**src/rtl/spmmio_pkg.sv**
```systemverilog
// Shared types and helpers for the MMIO slot decoder and its watchdog.
package spmmio_pkg;

  typedef enum logic [1:0] {
    ST_IDLE   = 2'd0,
    ST_ACCESS = 2'd1,
    ST_RESP   = 2'd2
  } state_t;

  localparam logic [31:0] ERR_DATA_DEF = 32'hFFFF_FFFF;
  localparam int          MAX_SLOT     = 256;

  // Slot-index width; never below one bit so a single-slot build still has a register.
  function automatic int clog2(input int n);
    int w;
    w = 1;
    while ((1 << w) < n) w++;
    return w;
  endfunction

  // The wait mask is written MSB-first: its leftmost bit belongs to slot 0.
  function automatic logic wait_bit(input logic [MAX_SLOT-1:0] mask, input int nslot,
                                    input int k);
    return mask[nslot-1-k];
  endfunction

endpackage

```
**src/rtl/spmmio_watchdog.sv**
```systemverilog
// Bus watchdog: counts ACCESS cycles and flags the cycle in which the count reaches TIMEOUT.
module spmmio_watchdog
  import spmmio_pkg::*;
#(
  parameter int TIMEOUT = 255,
  parameter int TO_BITS = 8
) (
  input  logic clk,
  input  logic reset,
  input  logic i_clr,
  input  logic i_en,
  output logic o_expired
);

  logic [TO_BITS-1:0] r_cnt;
  logic [TO_BITS:0]   w_cnt_nxt;

  assign w_cnt_nxt = {1'b0, r_cnt} + 1'b1;
  // Fires in the ACCESS cycle whose closing edge would bring the count to TIMEOUT,
  // so exactly TIMEOUT ACCESS cycles elapse before the abort.
  assign o_expired = i_en && (w_cnt_nxt == (TO_BITS+1)'(TIMEOUT));

  always_ff @(posedge clk) begin
    if (!reset) begin
      r_cnt <= '0;
    end else if (i_clr) begin
      r_cnt <= '0;
    end else if (i_en && !o_expired) begin
      r_cnt <= w_cnt_nxt[TO_BITS-1:0];
    end
  end

endmodule

```
**src/rtl/spmmio_xbar.sv**
```systemverilog
// Registered MMIO decoder: soft-processor data bus to NSLOT peripheral slots with
// immediate/wait acknowledge, watchdog abort, unmapped-slot errors and an error counter.
module spmmio_xbar
  import spmmio_pkg::*;
#(
  parameter int               NSLOT     = 8,
  parameter int               SEL_BITS  = 8,
  parameter logic [NSLOT-1:0] WAIT_MASK = 8'b00010000,
  parameter int               TIMEOUT   = 255,
  parameter int               TO_BITS   = 8,
  parameter logic [31:0]      ERR_DATA  = ERR_DATA_DEF
) (
  input  logic                  clk,
  input  logic                  reset,
  input  logic [0:23]           adr_i,
  input  logic                  cyc_i,
  input  logic                  stb_i,
  input  logic [0:3]            sel_i,
  input  logic                  we_i,
  input  logic [0:31]           dat_i,
  output logic                  ack_o,
  output logic                  err_o,
  output logic [0:31]           dat_o,
  output logic [0:NSLOT-1]      slv_stb,
  output logic [0:21-SEL_BITS]  slv_adr,
  output logic                  slv_we,
  output logic [0:3]            slv_sel,
  output logic [0:31]           slv_dat_w,
  input  logic [0:32*NSLOT-1]   slv_dat_r,
  input  logic [0:NSLOT-1]      slv_ack,
  output logic [7:0]            err_count
);

  localparam int                SLOT_W = clog2(NSLOT);
  localparam logic [SEL_BITS:0] NSLOT_V = (SEL_BITS+1)'(NSLOT);

  state_t                r_state, w_state_nxt;
  logic [SLOT_W-1:0]     r_slot;
  logic [0:21-SEL_BITS]  r_adr;
  logic                  r_we;
  logic [0:3]            r_sel;
  logic [0:31]           r_dat_w;
  logic [0:31]           r_rdata;
  logic                  r_rsp_err;
  logic [7:0]            r_err_cnt;

  logic [SEL_BITS-1:0]   w_sel_idx;
  logic                  w_mapped;
  logic                  w_is_wait;
  logic                  w_ack_sel;
  logic [0:31]           w_rdata;
  logic                  w_expired;
  logic                  w_latch;
  logic                  w_capture;
  logic                  w_rsp_load;
  logic                  w_rsp_err;

  assign w_sel_idx = adr_i[0 +: SEL_BITS];
  assign w_mapped  = ({1'b0, w_sel_idx} < NSLOT_V);
  assign w_is_wait = wait_bit(MAX_SLOT'(WAIT_MASK), NSLOT, int'(r_slot));
  assign w_ack_sel = slv_ack[r_slot];
  assign w_rdata   = slv_dat_r[32*int'(r_slot) +: 32];

  spmmio_watchdog #(
    .TIMEOUT (TIMEOUT),
    .TO_BITS (TO_BITS)
  ) u_wdog (
    .clk       (clk),
    .reset     (reset),
    .i_clr     (w_latch),
    .i_en      (r_state == ST_ACCESS),
    .o_expired (w_expired)
  );

  always_comb begin
    w_state_nxt = r_state;
    w_latch     = 1'b0;
    w_capture   = 1'b0;
    w_rsp_load  = 1'b0;
    w_rsp_err   = 1'b0;
    case (r_state)
      ST_IDLE: begin
        if (cyc_i && stb_i) begin
          w_latch = 1'b1;
          if (w_mapped) begin
            w_state_nxt = ST_ACCESS;
          end else begin
            w_state_nxt = ST_RESP;
            w_rsp_load  = 1'b1;
            w_rsp_err   = 1'b1;
          end
        end
      end
      ST_ACCESS: begin
        // Slave ack is checked before the watchdog so a coincident ack still completes.
        if (!cyc_i) begin
          w_state_nxt = ST_IDLE;
        end else if (!w_is_wait || w_ack_sel) begin
          w_state_nxt = ST_RESP;
          w_capture   = 1'b1;
          w_rsp_load  = 1'b1;
        end else if (w_expired) begin
          w_state_nxt = ST_RESP;
          w_rsp_load  = 1'b1;
          w_rsp_err   = 1'b1;
        end
      end
      ST_RESP: begin
        w_state_nxt = ST_IDLE;
      end
      default: begin
        w_state_nxt = ST_IDLE;
      end
    endcase
  end

  always_ff @(posedge clk) begin
    if (!reset) begin
      r_state   <= ST_IDLE;
      r_slot    <= '0;
      r_adr     <= '0;
      r_we      <= 1'b0;
      r_sel     <= '0;
      r_dat_w   <= '0;
      r_rdata   <= '0;
      r_rsp_err <= 1'b0;
      r_err_cnt <= '0;
    end else begin
      r_state <= w_state_nxt;
      if (w_latch) begin
        r_slot  <= w_sel_idx[SLOT_W-1:0];
        r_adr   <= adr_i[SEL_BITS:21];
        r_we    <= we_i;
        r_sel   <= sel_i;
        r_dat_w <= dat_i;
      end
      if (w_capture) begin
        r_rdata <= w_rdata;
      end
      if (w_rsp_load) begin
        r_rsp_err <= w_rsp_err;
      end
      // Counted on entry to an error response, so the count tracks err_o cycles exactly.
      if (w_rsp_load && w_rsp_err && (r_err_cnt != 8'hFF)) begin
        r_err_cnt <= r_err_cnt + 8'd1;
      end
    end
  end

  always_comb begin
    slv_stb = '0;
    if (r_state == ST_ACCESS) begin
      slv_stb[r_slot] = 1'b1;
    end
  end

  assign ack_o     = (r_state == ST_RESP) && !r_rsp_err;
  assign err_o     = (r_state == ST_RESP) && r_rsp_err;
  assign dat_o     = (r_state == ST_RESP) ? (r_rsp_err ? ERR_DATA : r_rdata) : '0;
  assign slv_adr   = r_adr;
  assign slv_we    = r_we;
  assign slv_sel   = r_sel;
  assign slv_dat_w = r_dat_w;
  assign err_count = r_err_cnt;

endmodule

```
**config.mk**
```make
export PLATFORM = sky130hd
export DESIGN_NAME = spmmio_xbar
export DESIGN_NICKNAME = d
export VERILOG_FILES = /design/src/rtl/spmmio_pkg.sv /design/src/rtl/spmmio_watchdog.sv /design/src/rtl/spmmio_xbar.sv
export SDC_FILE = /design/constraint.sdc
export NUM_CORES = 1
export LEC_CHECK = 0
export BUFFER_PORTS_ARGS = -buffer_cell sky130_fd_sc_hd__buf_2
export CORE_AREA = 10 10 160 162
export DETAILED_ROUTE_END_ITERATION = 7
export DIE_AREA = 0 0 170 172
export GPL_ROUTABILITY_DRIVEN = 0
export PLACE_DENSITY = 0.68
export SYNTH_ARGS = -nofsm -noshare
export SYNTH_HDL_FRONTEND = slang
export SYNTH_SLANG_ARGS = --single-unit
```
**constraint.sdc**
```tcl
create_clock -name clk -period 2.9 [get_ports clk]
set_input_delay 0.58 -clock clk [delete_from_list [all_inputs] [get_ports clk]]
set_output_delay 0.58 -clock clk [all_outputs]
set_load 0.05 [all_outputs]
```
# == Word level (Yosys, flattened, before mapping) ==
# Memories as Yosys holds them, arrays and structs flattened.
# Cells that the tools add are included.
# word_totals
romBits,256
out_inout_bits,101
ff_bits,105
n_memories,1
inputBits,329
# op_classes
eq_ne,6
n_shift,1
mux,30
n_reduce_logical,15
n_bitwise,3
addsub,3
n_lt_le_gt_ge,4
# mem_list
name,words,word_bits,rd,rd_clocked_by_memory_dff,write_ports,line,rtl
(no name shown),256,1,1,0,0,spmmio_pkg.sv:24,return mask[nslot-1-k];
# op_table
cell,count
$shiftx 256x32->257,1
$mux 32,2
$not 8->32,1
$mux 1,17
$lt 4x10->1 const B,1
$mux 2,5
$add 8x1->9 const B,1
$eq 9x8->1 const B,1
$add 8x1->8 const B,1
$logic_and 1x1->1,8
$lt 8x4->1 const B,1
$mux 8,1
$ne 8x8->1 const B,1
$ge 4x4->1 const B,1
$lt 4x1->1 const B,1
$ne 4x4->1 const B,1
$not 3->4,1
$pmux 1 s2,2
$pmux 2 s2,1
$sub 3x3->4 const A,1
$bmux 1 s3,1
$demux 1 s3,1
$logic_not 1->1,3
$eq 2x1->1 const B,1
other kinds (7),7

# == Depth between registers and ports, before layout ==
# Gate-level depths: netlist (run 1).
# depth
ltp_word,11
ltp_mapped,8
mapped_depth_nobuf,7

# == Modules after synthesis ==
# A second synthesis (run 1) with hierarchy kept.
# unflattened
cells_unflattened,676
area_unflattened_um2,6170.9
# modules_own_cells
module,instances,cells_per_inst,area_each_um2,seq_area_each_um2
spmmio_xbar,1,624,5711.7,1941.9
spmmio_watchdog,1,52,459.2,160.2

# == Least setup slack after synthesis (run 1) ==
# OpenSTA, ideal clock, no wires.
# synth_path
path_kind,register -> output
startpoint,register r_slot[0]
endpoint,output slv_stb[1] (netlist bit)
n_path_buf,2
setup_slack_ns,0.007
required_time_ns,2.320
t_arrival_ns,2.313
path_stages_with_launch,5
cell_sequence,dfxtp_1 clkbuf_1 clkbuf_1 nand2_1 nor3_1
# synth_between
elab_chain_len,6
elab_cells_between_ends,7
cone_classes,order compare (2); mux (3); bitwise (1); reduce/logical (1)
# synth_rtl
item,line,rtl
"start, declared",spmmio_xbar.sv:38,logic [SLOT_W-1:0] r_slot;
"start signal, assigned",spmmio_xbar.sv:131,r_slot <= w_sel_idx[SLOT_W-1:0];
$not 3->4 (implied by the code) *,spmmio_xbar.sv:153,slv_stb[r_slot] = 1'b1;
$ge 4x4->1 (implied by the code) or $lt 4x1->1 (tied branches),spmmio_xbar.sv:153,
$logic_and 1x1->1 (implied by the code),spmmio_xbar.sv:153,
$mux 1 (implied by the code),spmmio_xbar.sv:153,
$demux 1 s3 *,spmmio_xbar.sv:153,
$mux 8 *,spmmio_xbar.sv:152,if (r_state == ST_ACCESS) begin
"end, declared",spmmio_xbar.sv:24,"output logic [0:NSLOT-1] slv_stb,"
# Mark *: on every way between the ends. The rest lies on a longest branch, timed or not.

# == Worst setup path after layout (run 1) ==
# layout_path
startpoint,register u_wdog.r_cnt[1]
endpoint,"register r_err_cnt[1], in the netlist err_count[1]"
# layout_between
elab_chain_len,9
elab_cells_between_ends,12
cone_classes,add/sub (1); eq/ne (1); mux (7); reduce/logical (3)
# layout_rtl
item,line,rtl
"start, declared",spmmio_watchdog.sv:15,logic [TO_BITS-1:0] r_cnt;
"start signal, assigned",spmmio_watchdog.sv:29,r_cnt <= w_cnt_nxt[TO_BITS-1:0];
$add 8x1->9 *,spmmio_watchdog.sv:18,"assign w_cnt_nxt = {1'b0, r_cnt} + 1'b1;"
$eq 9x8->1 *,spmmio_watchdog.sv:21,assign o_expired = i_en && (w_cnt_nxt == (TO_BITS+1)'(TIMEOUT));
$logic_and 1x1->1 *,spmmio_watchdog.sv:21,
$mux 1 *,spmmio_xbar.sv:102,end else if (w_expired) begin
$mux 1,spmmio_xbar.sv:98,end else if (!w_is_wait || w_ack_sel) begin
$mux 1,spmmio_xbar.sv:96,if (!cyc_i) begin
$pmux 1 s2,spmmio_xbar.sv:81,case (r_state)
$logic_and 1x1->1 * (2 in a row),spmmio_xbar.sv:144,if (w_rsp_load && w_rsp_err && (r_err_cnt != 8'hFF)) begin
"end signal, assigned",spmmio_xbar.sv:145,r_err_cnt <= r_err_cnt + 8'd1;
"end, declared",spmmio_xbar.sv:45,logic [7:0] r_err_cnt;
# Marks and branches as above.
# A chain may end at the register's enable or synchronous reset.

==> flow_metrics.py, run 1 <==
metrics = {
    "routing": {
        "avgViaCountPerCell": 5.01,
        "drc": 0,
        "wl_per_cell_um": 21.1,
        "first_pass_iters": 5,
        "via_count": 6824,
        "routed_wl_um": 28700,
        "drt_iter0_markers": 585,
        "detail-route-antenna-nets": 0,
    },
    "timing": {
        "max_freq_mhz": 387,
        "slew_viol_final": 0,
        "setup_ws_ns": 0.319,
        "tns_ns": 0,
        "finalHoldViolCount": 0,
        "finalClockSkew_ns": 0.0130,
        "rsz0062_at_grt": "no",
        "final.min_clock_period_ns": 2.58,
        "worst_pin_slew_ns": 0.917,
        "fin_crit_sh_pct": 89.0,
        "max_slew_margin_pct": 38.9,
        "setup_viol": 0,
    },
    "cells_and_area": {
        "finalNetCount": 1395,
        "fin_util_pct": 39.5,
        "fin_cells": 1361,
        "multi_input_area_sq_mm": 0.00378,
        "regArea_sq_mm": 0.00211,
        "area_growth_pct": 44.4,
        "drive_gt1_share_pct": 48.9,
        "fillCellCount": 2326,
    },
    "hold_path": {
        "hold_class": "in2reg",
    },
    "grt": {
        "overflow": 0,
        "grt_start_max_net_pins": 70,
        "grt_pass1_wl_um": 41400,
        "antenna_found_initial": 15,
        "track_usage_pct": 18.4,
        "grt_pass1_vias": 6834,
    },
    "critical_path": {
        "start_kind": "register",
        "worstReg2RegStart": "u_wdog.r_cnt[1]",
        "cp_cell_sequence": "nand4_2 -> or3_1 -> a221o_1 -> o31a_1 -> buf_4 -> or3b_1 -> a21oi_1",
        "ff2ff_setup_slack_ns": 0.32,
        "cp_num_cells": 7,
        "cpPeakStageDelay_ns": 0.48,
        "worstReg2RegEnd": "err_count[1]",
        "critical_path.top_delay_family": "simple AND/OR/NAND/NOR gates",
        "crit_path_top_delay_cell": "dfxtp_1",
        "worstSetupPathType": "reg2reg",
        "cp_max_fo": 10,
        "crit_start": "u_wdog.r_cnt[1]",
        "crit_end": "err_count[1]",
        "worst-r2r-cell-count": 7,
        "cp.required_ns": 3.17,
        "cp-end-kind": "register",
        "critPathArrivalTime_ns": 2.85,
        "critPathBufInv": 1,
    },
    "synthesis": {
        "syn_avg_cell_area_sq_um": 9.00,
        "synth-seq-area-share_pct": 34.3,
        "synth_cell_type_count": 46,
        "async_flop_share_pct": 0,
        "ys_seq_elements": 105,
        "yosys_most_used_dff": "dfxtp_1",
        "synth_area_sq_mm": 0.00612,
        "yosysWarnings": 0,
        "syn_nets": 1012,
        "syn_inst": 680,
        "synth_edf_count": 0,
    },
    "clock_tree": {
        "cts_buffer_depth": 2,
        "clk_pin_slew_worst_paths_ns": 0.08,
        "cts_root_buf": "clkbuf_16",
        "cts-buffers-inserted": 9,
        "clock-sinks": 105,
        "ctsResizeCount": 0,
        "cts_hold_buf": 0,
        "htreeDepth": 3,
        "post-cts-setup-buffers": 0,
        "cts_tree": "yes",
        "clk_latency_ns": 0.35,
    },
    "placed_design": {
        "place_inst": 1337,
        "port-buffer-count": 420,
        "hpwl_um": 23500,
        "dp_slack_ns": 0.319,
    },
    "run": {
        "max-cap-violations": 0,
    },
    "power": {
        "power_w": 0.00369,
        "peakVddDrop_v": 0.000212,
        "p_leak_nw": 3.78,
        "cellPowerDensity_mw_per_mm2": 418,
    },
    "floorplan": {
        "die_area_sq_mm": 0.0292,
        "core_area_sq_mm": 0.0224,
        "ios": 430,
        "rows": 55,
        "initial_core_util_pct": 27.4,
        "die-width_um": 170,
        "die_h_um": 172,
    },
    "status": {
        "status": "finished, final reports clean",
    },
}
stage by stage:
step	hold slack (ns)	area [sq um]
3_5_place_dp	0.444	8500
5_1_grt	0.445	8830
3_3_place_gp	0.438	8500
6_report	0.444	8840
2_1_floorplan	0.471	6120
4_1_cts	0.431	8820
synthesized netlist by cell type, types with 2 or more instances:
cell / number / area (sq um)
nand2_1: 122 / 458
nor2_1: 115 / 432
dfxtp_1: 105 / 2100
a21oi_1: 67 / 335
mux4_2: 64 / 1440
clkbuf_1: 52 / 195
a211oi_1: 32 / 240
mux2i_1: 32 / 320
o21ai_0: 10 / 50.1
nor3_1: 9 / 45.0
nand3_1: 6 / 30.0
buf_1: 5 / 18.8
inv_1: 5 / 18.8
or4_1: 5 / 37.5
nand2b_1: 4 / 25.0
nor2b_1: 4 / 25.0
o31ai_1: 4 / 30.0
or3_1: 4 / 25.0
ha_1: 3 / 37.5
buf_2: 2 / 10.0
nand3b_1: 2 / 15.0
o2111ai_1: 2 / 17.5
xnor2_1: 2 / 17.5
xor2_1: 2 / 17.5
layer usage:
metal | track usage, % | wire, um
met2 | 31.3 | 14100
met5 | 0 | 123
met3 | 7.66 | 3000
met1 | 21.0 | 10800
met4 | 4.84 | 582
cell families (layout without fill, tap and decap cells):
logic type                 count (synthesis)  in the layout  share of synthesized area (%)
and+or+nand+nor                          281            281                           19.2
adders and majority gates                  3              3                          0.613
buffers and inverters                     66            454                           4.21
muxes                                     96             96                           28.8
AOI/OAI and AO/OA                        125            125                           12.3
xor gates and xnor gates                   4              4                          0.572
other                                      0              8                              0
DFF                                      105            105                           34.3
worst min-delay path by stage:
stage | from | end | slack, ns | depth (start not counted)
finish | adr_i[6] | r_slot[1] | 0.44 | 3
global route | dat_i[14] | slv_dat_w[14] | 0.45 | 3
CTS | adr_i[6] | r_slot[1] | 0.43 | 3
detailed placement | slv_dat_w[9] | slv_dat_w[9] | 0.44 | 2
global placement | slv_sel[3] | slv_sel[3] | 0.44 | 2
floorplan | u_wdog.r_cnt[6] | u_wdog.r_cnt[6] | 0.47 | 2
final cells by class:
type                       instances  share of cell area [%]
antenna                            8                   0.226
clock buffer                      11                    2.87
clock inverter                     5                   0.764
inverter                           6                   0.269
multi-input combinational        509                    42.7
sequential                       105                    23.9
tap                              285                    4.03
timing repair buffer             432                    25.2
flip-flops by register name, indices dropped and copies added (netlist names):
register,count
err_count,8
r_rdata,32
r_rsp_err,1
r_slot,3
r_state,2
slv_adr,14
slv_dat_w,32
slv_sel,4
slv_we,1
u_wdog.r_cnt,8
cells in the final DEF, fill, tap and decap left out, types with 3 or more instances in the layout:
| cell type | instances |
|---|---|
| or4_1 | 5 |
| dfxtp_1 | 101 |
| mux4_2 | 64 |
| diode_2 | 8 |
| o31ai_1 | 4 |
| or3_1 | 4 |
| nand2_1 | 122 |
| nand3_1 | 6 |
| inv_1 | 5 |
| clkbuf_16 | 10 |
| buf_2 | 420 |
| buf_4 | 9 |
| nor3_1 | 9 |
| mux2i_1 | 32 |
| nor2_1 | 115 |
| o21ai_0 | 10 |
| nor2b_1 | 4 |
| a21oi_1 | 66 |
| nand2b_1 | 3 |
| buf_12 | 3 |
| ha_1 | 3 |
| a211oi_1 | 32 |
worst register-to-register path: stages, from the launching register on:
cell and delay [ns]:
dfxtp_1 0.48, nand4_2 0.21, or3_1 0.38, a221o_1 0.43, o31a_1 0.33, buf_4 0.19
or3b_1 0.38, a21oi_1 0.12
where the power goes:
part / total (W) / switching (W) / internal, W
logic: 0.000843 / 0.000462 / 0.000381
registers: 0.00152 / 0.0000356 / 0.00148
clock network: 0.00133 / 0.000594 / 0.000738
total: 0.00369 / 0.00109 / 0.00260
Power figures use the tool's default switching activity.
==> inputs of run 2 (changes only) <==
--- a/config.mk
+++ b/config.mk
@@ -7,8 +7,8 @@
 export LEC_CHECK = 0
-export BUFFER_PORTS_ARGS = -buffer_cell sky130_fd_sc_hd__buf_2
-export CORE_AREA = 10 10 160 162
+export CORE_AREA = 10 10 158 160
 export DETAILED_ROUTE_END_ITERATION = 7
-export DIE_AREA = 0 0 170 172
+export DIE_AREA = 0 0 168 170
+export DONT_BUFFER_PORTS = 1
 export GPL_ROUTABILITY_DRIVEN = 0
-export PLACE_DENSITY = 0.68
+export PLACE_DENSITY = 0.53
 export SYNTH_ARGS = -nofsm -noshare
==> constraint.sdc (replaced) <==
create_clock -name clk -period 2.9 [get_ports clk]
set_input_delay 0.87 -clock clk [delete_from_list [all_inputs] [get_ports clk]]
set_output_delay 0.87 -clock clk [all_outputs]
set_load 0.05 [all_outputs]
==> run 2 against run 1 <==
Net effect:
- hold slack better by 0.055 ns
- worst setup slack lost 0.042 ns
- sequential cell count stayed put
- clock-buffer cell count shrank 2
- largest cell class unchanged
- largest power group unchanged
==> flow_metrics.py, run 2 (same netlist as run 1, synthesis figures left out) <==
metrics = {
    "routing": {
        "first_pass_iters": 5,
        "drt_iter0_markers": 366,
        "routed_wl_um": 26300,
        "avgViaCountPerCell": 5.41,
        "detail-route-antenna-nets": 0,
        "drc": 0,
        "via_count": 5359,
        "wl_per_cell_um": 26.5,
    },
    "placed_design": {
        "place_inst": 960,
        "hpwl_um": 21200,
        "port-buffer-count": 0,
        "dpl_cell_area_sq_mm": 0.00677,
    },
    "cells_and_area": {
        "fin_util_pct": 32.7,
        "area_growth_pct": 15.9,
        "design_area_sq_mm": 0.00710,
        "finalNetCount": 1023,
        "layout_commonest_cell": "nand2_1",
        "fillCellCount": 2302,
        "drive_gt1_share_pct": 22.0,
        "final_cell_mix": "nand2_1, nor2_1, dfxtp_1, a21oi_1, mux4_2",
        "fin_cells": 991,
    },
    "timing": {
        "setup_viol": 0,
        "worst_pin_slew_ns": 0.640,
        "rsz0062_at_grt": "no",
        "max_slew_margin_pct": 57.2,
        "tns_ns": 0,
        "finalHoldViolCount": 0,
        "fin_crit_sh_pct": 90.5,
        "slew_viol_final": 0,
        "finalClockSkew_ns": 0.0111,
        "max_freq_mhz": 381,
        "final.min_clock_period_ns": 2.62,
    },
    "critical_path": {
        "ff2ff_setup_slack_ns": 0.28,
        "cp.required_ns": 3.18,
        "worstSetupPathType": "reg2reg",
        "cp_max_fo": 8,
        "start_kind": "register",
        "critPathArrivalTime_ns": 2.90,
        "worst-r2r-cell-count": 7,
        "cp-end-kind": "register",
        "worstReg2RegEnd": "err_count[0]",
        "worstReg2RegStart": "u_wdog.r_cnt[1]",
    },
    "clock_tree": {
        "ctsResizeCount": 0,
        "cts_buffer_depth": 2,
        "clk_latency_ns": 0.35,
        "htreeDepth": 3,
        "clock-sinks": 105,
        "cts_hold_buf": 0,
        "post-cts-setup-buffers": 0,
        "cts_root_buf": "clkbuf_16",
        "cts-buffers-inserted": 9,
        "clk_pin_slew_worst_paths_ns": 0.08,
        "cts_tree": "yes",
    },
    "run": {
        "max-cap-violations": 0,
    },
    "power": {
        "cellPowerDensity_mw_per_mm2": 467,
        "peakVddDrop_v": 0.000186,
        "p_leak_nw": 2.22,
    },
    "floorplan": {
        "core_area_sq_mm": 0.0217,
        "rows": 54,
        "ios": 430,
        "die-width_um": 168,
        "die_area_sq_mm": 0.0286,
        "die_h_um": 170,
        "initial_core_util_pct": 28.2,
    },
    "hold_path": {
        "holdPathStages": 2,
        "hold_class": "reg2reg",
        "hp-start": "r_rdata[6]",
        "whs_endpoint": "r_rdata[6]",
    },
    "grt": {
        "antenna_found_initial": 31,
        "overflow": 0,
        "grt_pass1_wl_um": 37000,
        "grt_pass1_vias": 5282,
        "track_usage_pct": 17.1,
        "grt_start_max_net_pins": 70,
    },
    "status": {
        "status": "finished, final reports clean",
    },
}
[run 2: cell types whose count changed in the layout (fill, tap and decap cells not counted), moves of 2 or more]
cell,delta
nor3_1,-2
buf_2,-420
clkinvlp_4,+2
nor3_2,+2
buf_4,+47
diode_2,+7
[run 2: per-stage QoR]
stage	total power [W]	hold WS (ns)	setup slack, ns
CTS	0.00337	0.503	0.284
global route	0.00347	0.516	0.0832
global placement	0.00214	0.486	0.345
detailed placement	0.00215	0.491	0.299
floorplan	0.00203	0.471	0.0338
finish	0.00331	0.499	0.277
[run 2: worst max path at each step]
stage | endpoint | depth (start not counted) | startpoint | slack [ns]
2_1_floorplan | slv_stb[6] | 5 | r_slot[2] | 0.03
3_3_place_gp | err_count[7] | 7 | u_wdog.r_cnt[1] | 0.34
3_5_place_dp | err_count[7] | 7 | u_wdog.r_cnt[1] | 0.30
4_1_cts | err_count[0] | 7 | u_wdog.r_cnt[1] | 0.28
5_1_grt | err_count[0] | 7 | u_wdog.r_cnt[1] | 0.08
6_report | err_count[0] | 7 | u_wdog.r_cnt[1] | 0.28
[run 2: final cells by class]
| type | count | area [sq um] | share of cell area [%] |
|---|---|---|---|
| multi-input combinational | 509 | 3790 | 53.4 |
| sequential | 105 | 2110 | 29.8 |
| timing repair buffer | 60 | 500 | 7.05 |
| tap | 280 | 350 | 4.94 |
| clock buffer | 9 | 225 | 3.17 |
| clock inverter | 7 | 60.1 | 0.846 |
| antenna | 15 | 37.5 | 0.529 |
| inverter | 6 | 23.8 | 0.335 |
[run 2: worst max-delay path, stage by stage, from the launching register on]
cell	delay (ns)
dfxtp_1	0.48
nand4_2	0.21
or3_1	0.38
a221o_1	0.43
o31a_1	0.37
buf_4	0.20
or3_1	0.35
a21oi_1	0.14
[run 2: per-layer routing]
metal / global-route usage [%] / part of all wire (%) / up-vias
met5: 0 / 0.81 / -
met4: 5.87 / 1.5 / 32
met3: 10.3 / 13 / 53
met2: 28.4 / 50 / 301
met1: 17.5 / 35 / 2481
li1: - / - / 2492
[run 2: report_power, final]
part | internal [W] | switching [W] | total, W
logic | 0.000221 | 0.000246 | 0.000468
clock network | 0.000599 | 0.000612 | 0.00121
registers | 0.00148 | 0.000154 | 0.00163
total | 0.00230 | 0.00101 | 0.00331
